==> src/rtl/sad_window_generator.sv <==
// Streams |L-R| over WIN_SAMPLES-pixel windows per disparity; emits (window_sum, disparity) candidates.
// Latency: out_valid 1 cycle after the last pixel of a window; backpressure holds outputs, pix_ready low in EMIT.
// Build option SAD_SATURATE_EN: clamp the sum at 2**SUM_W-1 instead of wrapping modulo 2**SUM_W.
module sad_window_generator #(
    parameter int PIX_W       = 8,
    parameter int WIN_SAMPLES = 49,
    parameter int MAX_DISP    = 64,
    parameter int SUM_W       = 14,
    parameter int DISP_W      = 6
) (
    input  logic              clock,
    input  logic              reset_n,
    input  logic              start,
    input  logic              pix_valid,
    output logic              pix_ready,
    input  logic [PIX_W-1:0]  pix_left,
    input  logic [PIX_W-1:0]  pix_right,
    output logic              out_valid,
    input  logic              out_ready,
    output logic [SUM_W-1:0]  window_sum,
    output logic [DISP_W-1:0] disparity,
    output logic              disp_last,
    output logic              busy
);

    localparam int SAMP_W = $clog2(WIN_SAMPLES + 1);
    localparam logic [SAMP_W-1:0] SAMP_LAST = SAMP_W'(WIN_SAMPLES - 1);
    localparam logic [DISP_W-1:0] DISP_LAST = DISP_W'(MAX_DISP - 1);

    typedef enum logic [1:0] {IDLE, ACCUM, EMIT} state_t;

    state_t            state;
    logic [SUM_W:0]    acc;
    logic [SAMP_W-1:0] samp_cnt;
    logic [DISP_W-1:0] disp_cnt;
    logic [PIX_W-1:0]  abs_diff;
    logic [SUM_W:0]    acc_next;

    assign pix_ready = (state == ACCUM);
    assign busy      = (state != IDLE);

    always_comb begin
        abs_diff = (pix_left >= pix_right) ? (pix_left - pix_right) : (pix_right - pix_left);
        acc_next = acc + (SUM_W + 1)'(abs_diff);
`ifdef SAD_SATURATE_EN
        // acc never exceeds the clamp value, so the SUM_W+1 bit add cannot overflow
        if (acc_next > (SUM_W + 1)'((2 ** SUM_W) - 1))
            acc_next = (SUM_W + 1)'((2 ** SUM_W) - 1);
`endif
    end

    always_ff @(posedge clock or negedge reset_n) begin
        if (!reset_n) begin
            state      <= IDLE;
            acc        <= '0;
            samp_cnt   <= '0;
            disp_cnt   <= '0;
            out_valid  <= 1'b0;
            window_sum <= '0;
            disparity  <= '0;
            disp_last  <= 1'b0;
        end else begin
            case (state)
                IDLE: begin
                    if (start) begin
                        acc      <= '0;
                        samp_cnt <= '0;
                        disp_cnt <= '0;
                        state    <= ACCUM;
                    end
                end
                ACCUM: begin
                    if (pix_valid) begin
                        if (samp_cnt == SAMP_LAST) begin
                            window_sum <= acc_next[SUM_W-1:0];
                            disparity  <= disp_cnt;
                            disp_last  <= (disp_cnt == DISP_LAST);
                            out_valid  <= 1'b1;
                            state      <= EMIT;
                        end else begin
                            acc      <= acc_next;
                            samp_cnt <= samp_cnt + 1'b1;
                        end
                    end
                end
                EMIT: begin
                    if (out_ready) begin
                        out_valid <= 1'b0;
                        if (disp_last) begin
                            disp_last <= 1'b0;
                            state     <= IDLE;
                        end else begin
                            disp_cnt <= disp_cnt + 1'b1;
                            acc      <= '0;
                            samp_cnt <= '0;
                            state    <= ACCUM;
                        end
                    end
                end
                default: state <= IDLE;
            endcase
        end
    end

endmodule

==> config.mk <==
export PLATFORM = sky130hd
export DESIGN_NAME = sad_window_generator
export DESIGN_NICKNAME = d
export VERILOG_FILES = /design/src/rtl/sad_window_generator.sv
export SDC_FILE = /design/constraint.sdc
export NUM_CORES = 1
export LEC_CHECK = 0
export BUFFER_PORTS_ARGS = -buffer_cell sky130_fd_sc_hd__clkbuf_2
export CORE_ASPECT_RATIO = 1.4
export CORE_UTILIZATION = 58
export CTS_CLUSTER_DIAMETER = 150
export DETAILED_ROUTE_END_ITERATION = 10
export MAX_ROUTING_LAYER = met4
export PLACE_DENSITY = 0.85
export SLEW_MARGIN = 20
export SYNTH_ARGS = -nofsm -noshare
export SYNTH_HDL_FRONTEND = slang
export SYNTH_SLANG_ARGS = --single-unit
==> constraint.sdc <==
create_clock -name clock -period 3.3 [get_ports clock]
set_clock_uncertainty 0.05 [all_clocks]
set_input_delay 0.165 -clock clock [delete_from_list [all_inputs] [get_ports clock]]
set_output_delay 0.165 -clock clock [all_outputs]
set_load 0.005 [all_outputs]
# [Word-level counts from Yosys, hierarchy flattened]
# Cells that the tools add are included.
[totals] input_bits=21 wordCells=63 output_inout_bits=24 ff_bits=51
[op_classes] n_addsub=5 eq_ne=10 muxes=29 magnitude_cmp=1 reduce_logical=10
[op_table] operator="15-bit two-way mux" count=5
[op_table] operator="15-bit one-hot mux with 3 select lines" count=1
[op_table] operator="6-bit two-way mux" count=7
[op_table] operator="6-bit one-hot mux with 3 select lines" count=1
[op_table] operator="8-bit subtractor" count=2
[op_table] operator="15-bit by 8-bit adder with 15-bit output" count=1
[op_table] operator="6-bit by 1-bit adder with 6-bit output, second input constant" count=2
[op_table] operator="6-bit == test, second input constant" count=2
[op_table] operator="6-bit one-hot mux with 2 select lines" count=1
[op_table] operator="4-bit AND reduction" count=3
[op_table] operator="2-bit inequality test, second input constant" count=5
[op_table] operator="8-bit greater-or-equal comparator" count=1
[op_table] operator="2-bit two-way mux" count=4
[op_table] operator="8-bit two-way mux" count=1
[op_table] operator="1-bit two-way mux" count=6
[op_table] operator="2-bit one-hot mux with 3 select lines" count=1
[op_table] operator="6-bit AND reduction" count=1
[op_table] operator="2-bit nonzero test" count=3
[op_table] operator="1-bit one-hot mux with 2 select lines" count=2
[op_table] operator="3-bit AND reduction" count=1
[op_table] operator="3-bit nonzero test" count=1
[op_table] operator="2-bit by 1-bit == test with 1-bit output, second input constant" count=1
[op_table] operator="2-bit == test, second input constant" count=1
[op_table] operator="2-bit zero test" count=1
[op_table] operator="2-bit by 1-bit inequality test with 1-bit output, second input constant" count=1

# [Longest topological paths before layout]
[logic_depth] ltp_word=6 depth_mapped=19 depth_no_buf=19

# [Least setup slack after synthesis]
# No wires, ideal clock.
[synth_timing] kind="input to register" from="in pix_left[0]" to="reg acc[12]" path_slack_ns=-0.196 stages=16 path_buffers=0 required_time_ns=3.131 setup_ns=0.119 arrival_ns=3.327 path_cell_list="inv_1 -> ha_1 -> inv_1 -> fa_1 -> nand3_1 -> a31oi_4 -> nor2_4 -> mux2_2 -> a2111o_1 -> o221ai_2 -> a311oi_1 -> ha_1 -> o21ai_0 -> a211oi_1 -> o211ai_1 -> nor2b_1"
[synth_via] elab_chain_len=6 elab_cells_between_ends=8 cone_classes="3 x add/sub; 1 x order compare; 4 x mux"
[synth_rtl] element="start, declared" line_no="16" rtl="input logic [PIX_W-1:0] pix_left,"
[synth_rtl] element="8-bit subtractor / 8-bit greater-or-equal comparator (equally long branches)" line_no="43" rtl="abs_diff = (pix_left >= pix_right) ? (pix_left - pix_right) : (pix_right - pix_left);"
[synth_rtl] element="8-bit two-way mux (*)" line_no="43"
[synth_rtl] element="15-bit by 8-bit adder with 15-bit output (*)" line_no="44" rtl="acc_next = acc + (SUM_W + 1)'(abs_diff);"
[synth_rtl] element="15-bit two-way mux (*)" line_no="74" rtl="if (samp_cnt == SAMP_LAST) begin"
[synth_rtl] element="15-bit two-way mux (*)" line_no="73" rtl="if (pix_valid) begin"
[synth_rtl] element="15-bit one-hot mux with 3 select lines (*)" line_no="63" rtl="case (state)"
[synth_rtl] element="end signal, assigned" line_no="81" rtl="acc <= acc_next;"
[synth_rtl] element="end, declared" line_no="33" rtl="logic [SUM_W:0] acc;"
# Mark *: on every way between the ends. The rest lies on a longest branch, timed or not. The select of a mux whose other input is x is not followed.
# A chain may end at the register's enable or synchronous reset.

# [Worst setup path after layout]
[layout_timing] from="in pix_left[0]" to="reg window_sum[10]"
[layout_via] elab_chain_len=3 elab_cells_between_ends=5 cone_classes="3 x add/sub; 1 x order compare; 1 x mux"
[layout_rtl] element="8-bit subtractor / 8-bit greater-or-equal comparator (equally long branches)" line_no="43"
[layout_rtl] element="8-bit two-way mux (*)" line_no="43"
[layout_rtl] element="15-bit by 8-bit adder with 15-bit output (*)" line_no="44"
[layout_rtl] element="end signal, assigned" line_no="75" rtl="window_sum <= acc_next[SUM_W-1:0];"
[layout_rtl] element="end, declared" line_no="20" rtl="output logic [SUM_W-1:0] window_sum,"
# Mark *: on every way between the ends. The rest lies on a longest branch, timed or not.

==> summary.md <==
| Metric | Value |
|---|---|
| Top cell type's share of synthesized area | `between 30% and 40%` |
| EDFF count, synth | `0` |
| Net count, final | `about 500` |
| Clock Path Buffers | `2` |
| Overall overflow remaining after global route | `0` |
| Synthesized netlist cell count | `357` |
| Post-Synth Simple-Gate Area | `around 17%` |
| X dimension of the die | `between 60 and 70 um` |
| Cell Rows | `31` |
| Total number of cells along the worst setup path | `18` |
| Pleak | `around 2.1 nW` |
| Area delta synth->final | `30.31%` |
| Cell internal power dissipation | `~1.6 mW` |
| Count of state elements after synthesis | `50` |
| First-pass iteration count of the detailed router | `4` |
| Transition time of the tightest slew-check pin | `around 950 ps` |
| Total design power | `approximately 2.7 mW` |
| Via count of the first global-routing pass | `approximately 3000` |
| Core area | `5236 um2` |
| R2R cell count | `11` |
| Worst IR Drop VDD | `about 0.34 mV` |
| # clock sinks | `50` |
| Endpoint of the worst-slack reg-to-reg timing path | `window_sum[10]` |
| Reg-to-reg startpoint | `acc[0]` |
| Min setup slack post-route | `about 9.4 ps` |
| Kind of cell with the highest combined delay on the critical path | `compound AO/OA/AOI/OAI gates` |
| Arrival time of the worst setup path | `between 3000 and 4000 ps` |
| Number of routed nets with antenna violations | `0` |
| Worst slack at placement | `-310.0 ps` |
| Number of buffers created by CTS | `5` |
| Parity-gate share of the synthesized area counting xor and xnor cells | `roughly 6.0%` |
| Prevailing post-synth register cell | `sky130_fd_sc_hd__dfrtp_1` |
| Max frequency | `between 300 and 400 MHz` |
| Antenna diode instance count | `0` |
| Unrepaired setup endpoints after global routing | `true` |
| Mean instance size in the synthesized netlist | `9.007 um2` |
| Sequential Area | `roughly 1300 um2` |
| Origin of the worst setup path | `pix_left[0]` |
| Clock slew at reported path FFs | `about 100 ps` |
| Required @ worst endpoint | `approximately 3400 ps` |
| Worst Path Class, Setup | `input pin to flip-flop` |
| Logic gate share of total power | `54.2%` |
| Dominant combinational cell family by area after synthesis | `simple AND/OR/NAND/NOR gates` |
| Cell taking the most area after synthesis | `sky130_fd_sc_hd__dfrtp_1` |
| Hold Path Class | `input pin to flip-flop` |
| Most common library cell in the layout ignoring fill and taps | `sky130_fd_sc_hd__nand2_1` |
| Proportion of total power due to net switching | `41.15%` |
| Initial standard-cell utilization of the core | `61.41%` |
| Count of H-tree levels built during CTS | `2` |
| Category of the worst setup path capture point | `flip-flop` |
| DRC Markers | `0` |
| Final HPWL DP | `5769 um` |
| Area taken by multi-input logic gates | `~2000 um2` |
| Number of vias in the routed layout | `roughly 3000` |
| Fraction of registers with async set/reset | `between 90% and 100%` |
| DRC marker count from the first detailed-route iteration | `approximately 360` |
| Startpoint class of the critical path | `input pin` |
| Die boundary height | `approximately 90 um` |
| Fill cell total of the finished layout | `between 300 and 400` |
| Post-layout util | `about 80%` |
| YS warnings | `0` |
| Antenna violations before repair | `0` |
| Fraction of the yosys area taken by sequential cells | `between 30% and 40%` |
| Drt wl/cell | `between 15 and 20 um` |
| Slew Limit Fails | `0` |
| Part of the cycle the worst path needs | `approximately 100%` |
| Power per Cell Area | `643.9 nW/um2` |
| Worst Hold Slack | `about 27 ps` |
| Global-route wire length before repair | `between 10000 and 15000 um` |
| Capture point of the worst path | `window_sum[10]` |
| Maximum number of pins on one net before global-route repair | `39` |
| Number of hold violations in the final report | `0` |
| Number of top-level pins | `45` |
| Average via count per standard cell | `approximately 5.9` |
| Final setup violation count | `0` |
| Count of input and output buffers | `44` |
| Total Routed Length | `slightly below 9000 um` |
| Clock tree from TritonCTS | `yes` |
| Total buffers and inverters traversed by the critical path | `3` |
| Critical path's largest stage delay | `380 ps` |
| Worst-path fanout max | `7` |
| Worst-case register-to-register setup slack | `roughly 900 ps` |
| Clock network power share | `between 10% and 20%` |
| Overall die area | `roughly 5900 um2` |
| Result of the run | `complete, no violations` |
| Cell breakdown of the critical path | `buf_8 > inv_4 > ha_4 > inv_4 > fa_2 > nand3_4 > a31oi_4 > nor2_4 > mux2_2 > a2111o_1 > o221ai_2 > a311oi_2 > ha_4 > or3_4 > o21ai_4 > a211oi_4 > xnor2_1 > o21ai_1` |
| Clock latency on the worst-skew pair | `~320 ps` |
| Max-slew headroom | `a little under two fifths` |
| Share of synthesized area spent on multiplexers | `approximately 3.9%` |
| Dominant cells by area after synthesis | `sky130_fd_sc_hd__dfrtp_1, sky130_fd_sc_hd__ha_1, sky130_fd_sc_hd__nand2_1` |
| Maximum Capacitance Violations | `0` |
| Fraction of the mapped netlist area in adder cells | `11.98%` |
| Highest-delay cell along the critical path | `sky130_fd_sc_hd__fa_2` |
| Synthesized net count | `407` |
| Cell area after synthesis | `between 3000 and 4000 um2` |
| Post-layout min period | `~3300 ps` |
| Overall fraction of global-route tracks in use | `around 30%` |
| Synth unique cells | `48` |
| Net switching power | `around 1.1 mW` |
| Clk root buf | `sky130_fd_sc_hd__clkbuf_8` |
| GPL Wtd Cong | `roughly 0.86` |
| Commonest cells after routing, fill and taps aside | `sky130_fd_sc_hd__nand2_1, sky130_fd_sc_hd__dfrtp_1, sky130_fd_sc_hd__buf_4` |
| Synth Area in Compound Gates | `~17%` |
| Sequential cell fraction of total power | `29.3%` |
| Ratio of cells with drive above 1 in the final layout | `34.67%` |
==> Yosys cell counts, drive strengths merged (3+ instances only) <==
cell / instances
ha: 26
a22o: 9
o21ai: 27
o21a: 3
nand3: 10
or3: 3
xor2: 8
clkbuf: 6
fa: 3
a21o: 5
xnor2: 14
mux2: 8
dfrtp: 50
nand2: 59
inv: 31
nor2b: 4
a21oi: 23
nand4: 7
mux2i: 3
nor2: 24
nor3: 6
==> sequential cells by signal, summed over array words and instances, names as in the netlist <==
register and cells:
window_sum 14, disparity 6, out_valid 1, acc 14, disp_last 1, samp_cnt 6
disp_cnt 6, state 2
==> per-layer routing <==
metal | wire (um) | part of all wire, % | global-route usage (%)
met5 | 0 | 0 | -
met2 | 4735 | 55 | 53.91
met4 | 560 | 6.5 | 14.44
met3 | 401 | 4.6 | 2.792
met1 | 2972 | 34 | 30.85
==> metrics by stage <==
step                      instance area, um2  cells  TNS [ps]
after detailed placement                3822    500     -3571
after global placement                  3822    500     -2167
after floorplan                         3253    357         0
after CTS                               3988    512    -8.632
after global routing                    4190    516    -923.9
final                                   4190    516         0
==> power by group through the flow <==
stage | Sequential [mW] | Combinational, mW | Clock [mW]
6_report | 0.791 | 1.46 | 0.445
5_1_grt | 0.796 | 1.57 | 0.480
4_1_cts | 0.782 | 1.18 | 0.444
3_5_place_dp | 0.793 | 1.13 | 0
3_3_place_gp | 0.786 | 1.07 | 0
2_1_floorplan | 0.770 | 0.740 | 0
==> what timing repair did <==
item,4_1_cts,5_1_grt
resized for setup,4,50
endpoints found under the setup margin,2,16
buffers inserted,3,4
pin swaps,4,24
hold buffers,1,0
endpoints found under the hold margin,37,0
==> worst min-delay path by stage <==
stage              start        endpoint  cells after the start
6_report       out_ready        state[1]                      2
5_1_grt        out_ready        state[1]                      2
4_1_cts        out_ready        state[1]                      2
3_5_place_dp     reset_n   window_sum[1]                      1
3_3_place_gp     reset_n  window_sum[11]                      1
2_1_floorplan    reset_n          acc[0]                      0
==> cell type report <==
class / count / share of cell area (%)
tap: 66 / 1.971
timing repair buffer: 93 / 14.33
multi-input combinational: 268 / 48.25
clock buffer: 5 / 1.642
sequential: 50 / 29.86
inverter: 31 / 2.896
clock inverter: 3 / 1.045
==> cell families (layout without fill, tap and decap cells) <==
logic type	Yosys count	count (layout)
AO/OA/AOI/OAI	83	83
AND/OR/NAND/NOR	123	123
flip-flops	50	50
XOR/XNOR	22	22
multiplexers	11	11
adder cells (fa/ha/maj)	29	29
buffers and inverters	39	132
Power figures use the tool's default switching activity.
